$ cat src/rtl/change_dispenser.sv
// ============================================================================
// change_dispenser : vend pulse, then greedy dime/nickel pulses to the hopper
// Revision 1.0
// ============================================================================
`default_nettype none

module change_dispenser #(
    parameter int GAP_CYCLES = 2
) (
    input  logic       clk_i,
    input  logic       reset_n,
    input  logic       soda_i,
    input  logic [2:0] change_i,
    input  logic       hopper_ready_i,
    output logic       vend_o,
    output logic       dime_o,
    output logic       nickel_o,
    output logic       busy_o,
    output logic       pending_o,
    output logic       err_o
);

    typedef enum logic [2:0] {
        S_IDLE   = 3'd0,
        S_VEND   = 3'd1,
        S_DIME   = 3'd2,
        S_NICKEL = 3'd3,
        S_GAP    = 3'd4
    } state_t;

    localparam logic [3:0] C_GAP_LOAD = (GAP_CYCLES > 0) ? 4'(GAP_CYCLES - 1) : 4'd0;
    localparam bit         C_NO_GAP   = (GAP_CYCLES == 0);

    state_t     state_q, state_d;
    logic [2:0] rem_q, rem_d;
    logic [3:0] gap_cnt_q, gap_cnt_d;
    logic       pend_v_q, pend_v_d;
    logic [2:0] pend_amt_q, pend_amt_d;
    logic       err_q, err_d;

    logic       w_bad_chg;
    logic [2:0] w_amt;

    function automatic state_t dispatch(input logic [2:0] r);
        if (r >= 3'd2)      return S_DIME;
        else if (r == 3'd1) return S_NICKEL;
        else                return S_IDLE;
    endfunction

    // Out-of-range change still vends, but pays nothing and flags the error.
    assign w_bad_chg = soda_i && (change_i > 3'd4);
    assign w_amt     = (change_i > 3'd4) ? 3'd0 : change_i;

    always_comb begin
        state_d    = state_q;
        rem_d      = rem_q;
        gap_cnt_d  = gap_cnt_q;
        pend_v_d   = pend_v_q;
        pend_amt_d = pend_amt_q;
        err_d      = err_q | w_bad_chg;

        if (state_q == S_IDLE) begin
            if (pend_v_q) begin
                rem_d    = pend_amt_q;
                pend_v_d = 1'b0;
                state_d  = S_VEND;
                if (soda_i) begin
                    pend_v_d   = 1'b1;
                    pend_amt_d = w_amt;
                end
            end else if (soda_i) begin
                rem_d   = w_amt;
                state_d = S_VEND;
            end
        end else if (soda_i) begin
            if (!pend_v_q) begin
                pend_v_d   = 1'b1;
                pend_amt_d = w_amt;
            end else begin
                err_d = 1'b1;
            end
        end

        case (state_q)
            S_VEND: state_d = dispatch(rem_q);
            S_DIME: begin
                if (hopper_ready_i) begin
                    rem_d = rem_q - 3'd2;
                    if (C_NO_GAP) begin
                        state_d = dispatch(rem_q - 3'd2);
                    end else begin
                        state_d   = S_GAP;
                        gap_cnt_d = C_GAP_LOAD;
                    end
                end
            end
            S_NICKEL: begin
                if (hopper_ready_i) begin
                    rem_d = rem_q - 3'd1;
                    if (C_NO_GAP) begin
                        state_d = dispatch(rem_q - 3'd1);
                    end else begin
                        state_d   = S_GAP;
                        gap_cnt_d = C_GAP_LOAD;
                    end
                end
            end
            S_GAP: begin
                if (gap_cnt_q == 4'd0) state_d   = dispatch(rem_q);
                else                   gap_cnt_d = gap_cnt_q - 4'd1;
            end
            default: ;
        endcase
    end

    always_ff @(posedge clk_i or negedge reset_n) begin
        if (!reset_n) begin
            state_q    <= S_IDLE;
            rem_q      <= 3'd0;
            gap_cnt_q  <= 4'd0;
            pend_v_q   <= 1'b0;
            pend_amt_q <= 3'd0;
            err_q      <= 1'b0;
        end else begin
            state_q    <= state_d;
            rem_q      <= rem_d;
            gap_cnt_q  <= gap_cnt_d;
            pend_v_q   <= pend_v_d;
            pend_amt_q <= pend_amt_d;
            err_q      <= err_d;
        end
    end

    // Coin pulses follow the hopper handshake in the same cycle.
    assign vend_o    = (state_q == S_VEND);
    assign dime_o    = (state_q == S_DIME) && hopper_ready_i;
    assign nickel_o  = (state_q == S_NICKEL) && hopper_ready_i;
    assign busy_o    = (state_q != S_IDLE);
    assign pending_o = pend_v_q;
    assign err_o     = err_q;

endmodule

`default_nettype wire
$ cat config.mk
export PLATFORM = sky130hd
export DESIGN_NAME = change_dispenser
export DESIGN_NICKNAME = d
export VERILOG_FILES = /design/src/rtl/change_dispenser.sv
export SDC_FILE = /design/constraint.sdc
export NUM_CORES = 1
export LEC_CHECK = 0
export CORE_UTILIZATION = 57
export DETAILED_ROUTE_END_ITERATION = 12
export PLACE_DENSITY = 0.85
export SYNTH_ARGS = -nofsm -noshare
export SYNTH_HDL_FRONTEND = slang
export SYNTH_SLANG_ARGS = --single-unit
export TNS_END_PERCENT = 50
$ cat constraint.sdc
create_clock -name clk_i -period 5.4 [get_ports clk_i]
set_clock_uncertainty 0.2 [all_clocks]
set_input_delay 1.62 -clock clk_i [delete_from_list [all_inputs] [get_ports clk_i]]
set_output_delay 1.62 -clock clk_i [all_outputs]
set_load 0.05 [all_outputs]
==> results of run 1 <==
==> final cells by class <==
class | instances | area [µm²] | area share (%)
tap | 16 | 20.0 | 1.82
inverter | 8 | 30.0 | 2.73
sequential | 15 | 375 | 34.1
clock inverter | 1 | 5.00 | 0.455
clock buffer | 3 | 22.5 | 2.05
timing repair buffer | 12 | 115 | 10.5
multi-input combinational | 76 | 532 | 48.4
==> layout by cell type, fill, tap and decap left out, types with 4 or more instances in the layout <==
master           instances
clkdlybuf4s50_1         10
inv_1                    7
nand2_1                  5
nor2_1                  10
ha_1                     6
a21oi_1                  4
dfrtp_1                 15
o21ai_0                  7
nor3_1                   4
==> stage by stage <==
step                area (µm²)  std cells  hold WS (ns)  worst slack [ns]
finish                    1100        131         0.260             0.813
global route              1100        131         0.286             0.746
CTS                       1100        131         0.266             0.835
detailed placement        1070        127         0.245             0.837
global placement          1070        127         0.236             0.871
floorplan                  966        103         0.259             0.856
==> per-layer routing <==
metal	wire length (µm)	share of wire, %
met5	0	0
met4	53	2.7
met3	65	3.3
met2	976	50
met1	848	44
==> how the worst min path moves through the flow <==
stage	to	cells past startpoint
after floorplan	pend_amt_q[2]	1
after global placement	err_o	1
after detailed placement	err_o	1
after CTS	err_o	1
after global routing	err_o	1
final	err_o	1
==> cell families after synthesis <==
logic type	after synthesis	share of synthesized area, %
DFF	15	38.9
buffers and inverters	12	6.09
xor gates and xnor gates	3	2.72
and+or+nand+nor	38	22.4
AOI/OAI and AO/OA	26	18.7
muxes	3	3.50
adders and majority gates	6	7.77
==> worst reg2reg max path: cells and delay by family, from the launching register on <==
kind,cells,cell delay (ns)
AND/OR/NAND/NOR,3,0.67
flip-flops,1,0.41
adder cells (fa/ha/maj),1,0.17
XOR/XNOR,1,0.17
buffers and inverters,1,0.10
==> where the power goes <==
part	switching [mW]	total (mW)	internal (mW)
Clock	0.0388	0.0664	0.0276
Sequential	0.0727	0.234	0.162
Combinational	0.151	0.269	0.118
==> state kept, by name, summed over array words and instances (netlist names) <==
| register | flops |
|---|---|
| err_o | 1 |
| gap_cnt_q | 4 |
| rem_q | 3 |
| state_q | 3 |
| pend_amt_q | 3 |
| pending_o | 1 |
==> results.json, run 1 <==
{
  "startpoint_type": "input port",
  "path_buf_inv": 2,
  "critical-path-slowest-cell": "clkdlybuf4s50_1",
  "cts.sinks": 15,
  "syn-num-nets": 116,
  "yosysUniqueCellTypes": 38,
  "cp-endpoint": "nickel_o",
  "synthTopCellsByCount": "dfrtp_1 (15), nor2_1 (10), inv_1 (7), o21ai_0 (7), ha_1 (6)",
  "coreArea_um2": 1540,
  "post-synth-top-count-cell": "dfrtp_1",
  "routed_wl_mm": 1.94,
  "clk_path_buf_depth": 2,
  "io_pins": 13,
  "portBuffers": 12,
  "first_iter_violations": 20,
  "post-route-period-util_pct": 85.0,
  "cts_tree": "done",
  "post_cts_resized": 0,
  "die_h_um": 43.2,
  "synth-seq-area-share_pct": 38.9,
  "total_power_mw": 0.570,
  "reg2reg_depth": 6,
  "fin_setup_tns_ns": 0,
  "overflow": 0,
  "cap_viol_max_count": 0,
  "cts_setup_buffers": 0,
  "async_flop_share_pct": 100,
  "use_met1_pct": 26.4,
  "synth_flop_cell": "dfrtp_1",
  "rsz0062_at_grt": "no",
  "period_needed_ns": 4.59,
  "gp_congestion": 0.783,
  "ys_ff_latch": 15,
  "critPathMaxStageDelay_ns": 0.58,
  "ant_nets": 0,
  "hold_buffers": 0,
  "yosys.area.top_type": "dfrtp_1",
  "slew_viol_final": 0,
  "synth_top_area_share_pct": 38.9,
  "rows": 14,
  "avgSynthCellArea_um2": 9.38,
  "grt_max_degree": 16,
  "worst_pin_slew_ns": 0.654,
  "grt_use_met3_pct": 4.26,
  "htreeDepth": 1,
  "die_w_um": 43.2,
  "hold_violations": 0,
  "critPathArrivalTime_ns": 2.77,
  "timing.reg2reg.setup_slack_ns": 3.57,
  "n_antenna_cell": 0,
  "dpl.hpwl_mm": 1.51,
  "areaGrowthSynthToFinish_pct": 13.9,
  "worstHoldPathType": "flop to flop",
  "drc": 0,
  "numCtsBuffers": 3,
  "crit_family": "buffers and inverters",
  "num_vias": 801,
  "crit_required_ns": 3.58,
  "setup_violations": 0,
  "fmax_ghz": 0.218,
  "antenna_found_initial": 0,
  "clk_latency_ns": 0.29,
  "syn_inst": 103,
  "grt_usage_pct": 22.8,
  "ir_drop_uv": 297,
  "syn-cell-area_um2": 966,
  "yosysWarnings": 0,
  "crit_fanout": 7,
  "worstPathCellList": "clkdlybuf4s50_1 -> nand2_1 -> nor2_1 -> buf_4",
  "power_density_nw_per_um2": 518,
  "first_pass_iters": 4,
  "vias_per_cell": 6.11,
  "status": "completed",
  "cts-root-buf": "clkbuf_4",
  "final_util_pct": 71.3,
  "first_global_vias": 746,
  "initial_core_util_pct": 62.7,
  "reg2reg_from": "gap_cnt_q[0]",
  "worstHoldStart": "err_o",
  "critical_path_depth": 4,
  "grt-busiest-layer": "met2",
  "nets": 129,
  "dieArea_um2": 1860,
  "drt-wirelength-per-cell_um": 14.8,
  "grt_pass1_wl_mm": 3.11,
  "path_clk_slew_ns": 0.09,
  "layout-drive-gt1-share_pct": 11.3,
  "synth_edf_count": 0,
  "crit_type": "input port to output port",
  "reg2reg_to": "gap_cnt_q[3]",
  "p_leak_nw": 0.481,
  "synth_area_leaders": "dfrtp_1 (39%), ha_1 (7.8%), nor2_1 (3.9%)",
  "critPathLaunch": "hopper_ready_i",
  "slew_headroom_pct": 56.3,
  "grt_use_met2_pct": 40.6,
  "endpoint_kind": "output port",
  "nFillCells": 126
}
(Power assumes the default switching activity.)
==> inputs of run 2 (changes only) <==
Settings changed: CORE_UTILIZATION 57 to 48, PLACE_DENSITY 0.85 to 0.77.
Clock period 5.4 ns to 4.1 ns, I/O delays scaled along.
==> results.json, run 2 (synthesis results as in run 1) <==
{
  "status": "completed",
  "reg2reg_from": "gap_cnt_q[0]",
  "first_global_vias": 765,
  "portBuffers": 12,
  "worstHoldPathType": "flop to flop",
  "overflow": 0,
  "p_leak_nw": 0.486,
  "rsz0062_at_grt": "no",
  "clk_path_buf_depth": 2,
  "critical-path-slowest-cell": "clkdlybuf4s50_1",
  "fin_area_um2": 1140,
  "io_pins": 13,
  "crit_family": "buffers and inverters",
  "grt_usage_pct": 21.0,
  "areaGrowthSynthToFinish_pct": 17.6,
  "fmax_ghz": 0.261,
  "power_density_nw_per_um2": 672,
  "setup_violations": 0,
  "post-route-period-util_pct": 93.4,
  "worst_pin_slew_ns": 0.710,
  "cts-root-buf": "clkbuf_4",
  "place_inst": 136,
  "grt_max_degree": 16,
  "cap_viol_max_count": 0,
  "post_cts_resized": 0,
  "routed_wl_mm": 2.03,
  "reg2reg_to": "gap_cnt_q[2]",
  "hold_ws_ns": 0.266,
  "ir_drop_uv": 409,
  "reg2reg_depth": 6,
  "crit_required_ns": 2.67,
  "timing.reg2reg.setup_slack_ns": 2.27,
  "hold_violations": 0,
  "dieArea_um2": 2200,
  "drc": 0,
  "layout-drive-gt1-share_pct": 11.3,
  "worstPathCellList": "clkdlybuf4s50_1 -> nand2_1 -> nor2_1 -> buf_12",
  "first_iter_violations": 21,
  "numCtsBuffers": 3,
  "regMostFlops": "gap_cnt_q",
  "hold_buffers": 0,
  "nets": 129,
  "min_to": "err_o",
  "gp_congestion": 0.848,
  "min_path_cells": 1,
  "rows": 15,
  "critPathMaxStageDelay_ns": 0.57,
  "grt_pass1_wl_mm": 3.25,
  "critPathArrivalTime_ns": 2.40,
  "die_h_um": 46.9,
  "ant_nets": 0,
  "final_common_cell": "dfrtp_1",
  "path_buf_inv": 2,
  "layout.cells.most_common_list": "dfrtp_1 (15), nor2_1 (10), clkdlybuf4s50_1 (10)",
  "slew_viol_final": 0,
  "coreArea_um2": 1800,
  "initial_core_util_pct": 53.6,
  "placed_area_um2": 1110,
  "crit_type": "input port to output port",
  "largest_reg_flops": 4,
  "worstHoldStart": "err_o",
  "vias_per_cell": 5.76,
  "clk_latency_ns": 0.29,
  "dpl.hpwl_mm": 1.54,
  "endpoint_kind": "output port",
  "die_w_um": 46.9,
  "first_pass_iters": 4,
  "path_clk_slew_ns": 0.09,
  "cts.sinks": 15,
  "crit_fanout": 7,
  "htreeDepth": 1,
  "startpoint_type": "input port",
  "fin_cells": 140,
  "slew_headroom_pct": 52.5,
  "n_antenna_cell": 0,
  "fin_setup_tns_ns": 0,
  "period_needed_ns": 3.83,
  "cts_setup_buffers": 0,
  "drt-wirelength-per-cell_um": 14.5,
  "cts_tree": "done",
  "num_vias": 807,
  "antenna_found_initial": 0
}
==> run 2: metal layers <==
metal	up-vias	track usage [%]	share of wire [%]
li1	388	-	-
met1	403	25.1	45
met2	11	38.1	51
met3	5	3.46	2.4
met4	0	6.86	1.3
met5	-	0	0
==> run 2: worst max path at each step <==
stage,from,endpoint,slack [ns],cells after the start
6_report,hopper_ready_i,nickel_o,0.27,4
5_1_grt,hopper_ready_i,nickel_o,0.21,4
4_1_cts,hopper_ready_i,nickel_o,0.28,4
3_5_place_dp,hopper_ready_i,nickel_o,0.29,4
3_3_place_gp,hopper_ready_i,dime_o,0.31,4
2_1_floorplan,hopper_ready_i,dime_o,0.34,2
==> run 2: area by class of cell <==
type                       count  area, µm²
tap                           25       31.3
inverter                       8       30.0
clock inverter                 1       5.00
multi-input combinational     76        532
fill                         168        666
clock buffer                   3       22.5
sequential                    15        375
timing repair buffer          12        140
==> run 2: report_power, final <==
part           internal (mW)  switching [mW]  total, mW
combinational          0.162           0.207      0.369
clock                 0.0363          0.0519     0.0882
sequential             0.213          0.0930      0.306
total                  0.411           0.352      0.763
==> run 2: stage by stage <==
stage,utilization (%),setup slack (ns),power [mW]
finish,63.1,0.272,0.763
detailed placement,61.5,0.286,0.678
floorplan,-,0.336,0.586
global placement,61.5,0.308,0.653
global route,63.1,0.213,0.825
CTS,63.1,0.283,0.766
==> run 2: worst reg2reg max path: stages (launching register included) <==
cell and delay [ns]:
dfrtp_1 0.41, inv_1 0.11, ha_1 0.17, or3b_2 0.48
nand4_1 0.13, xor2_1 0.16, nor2_1 0.05
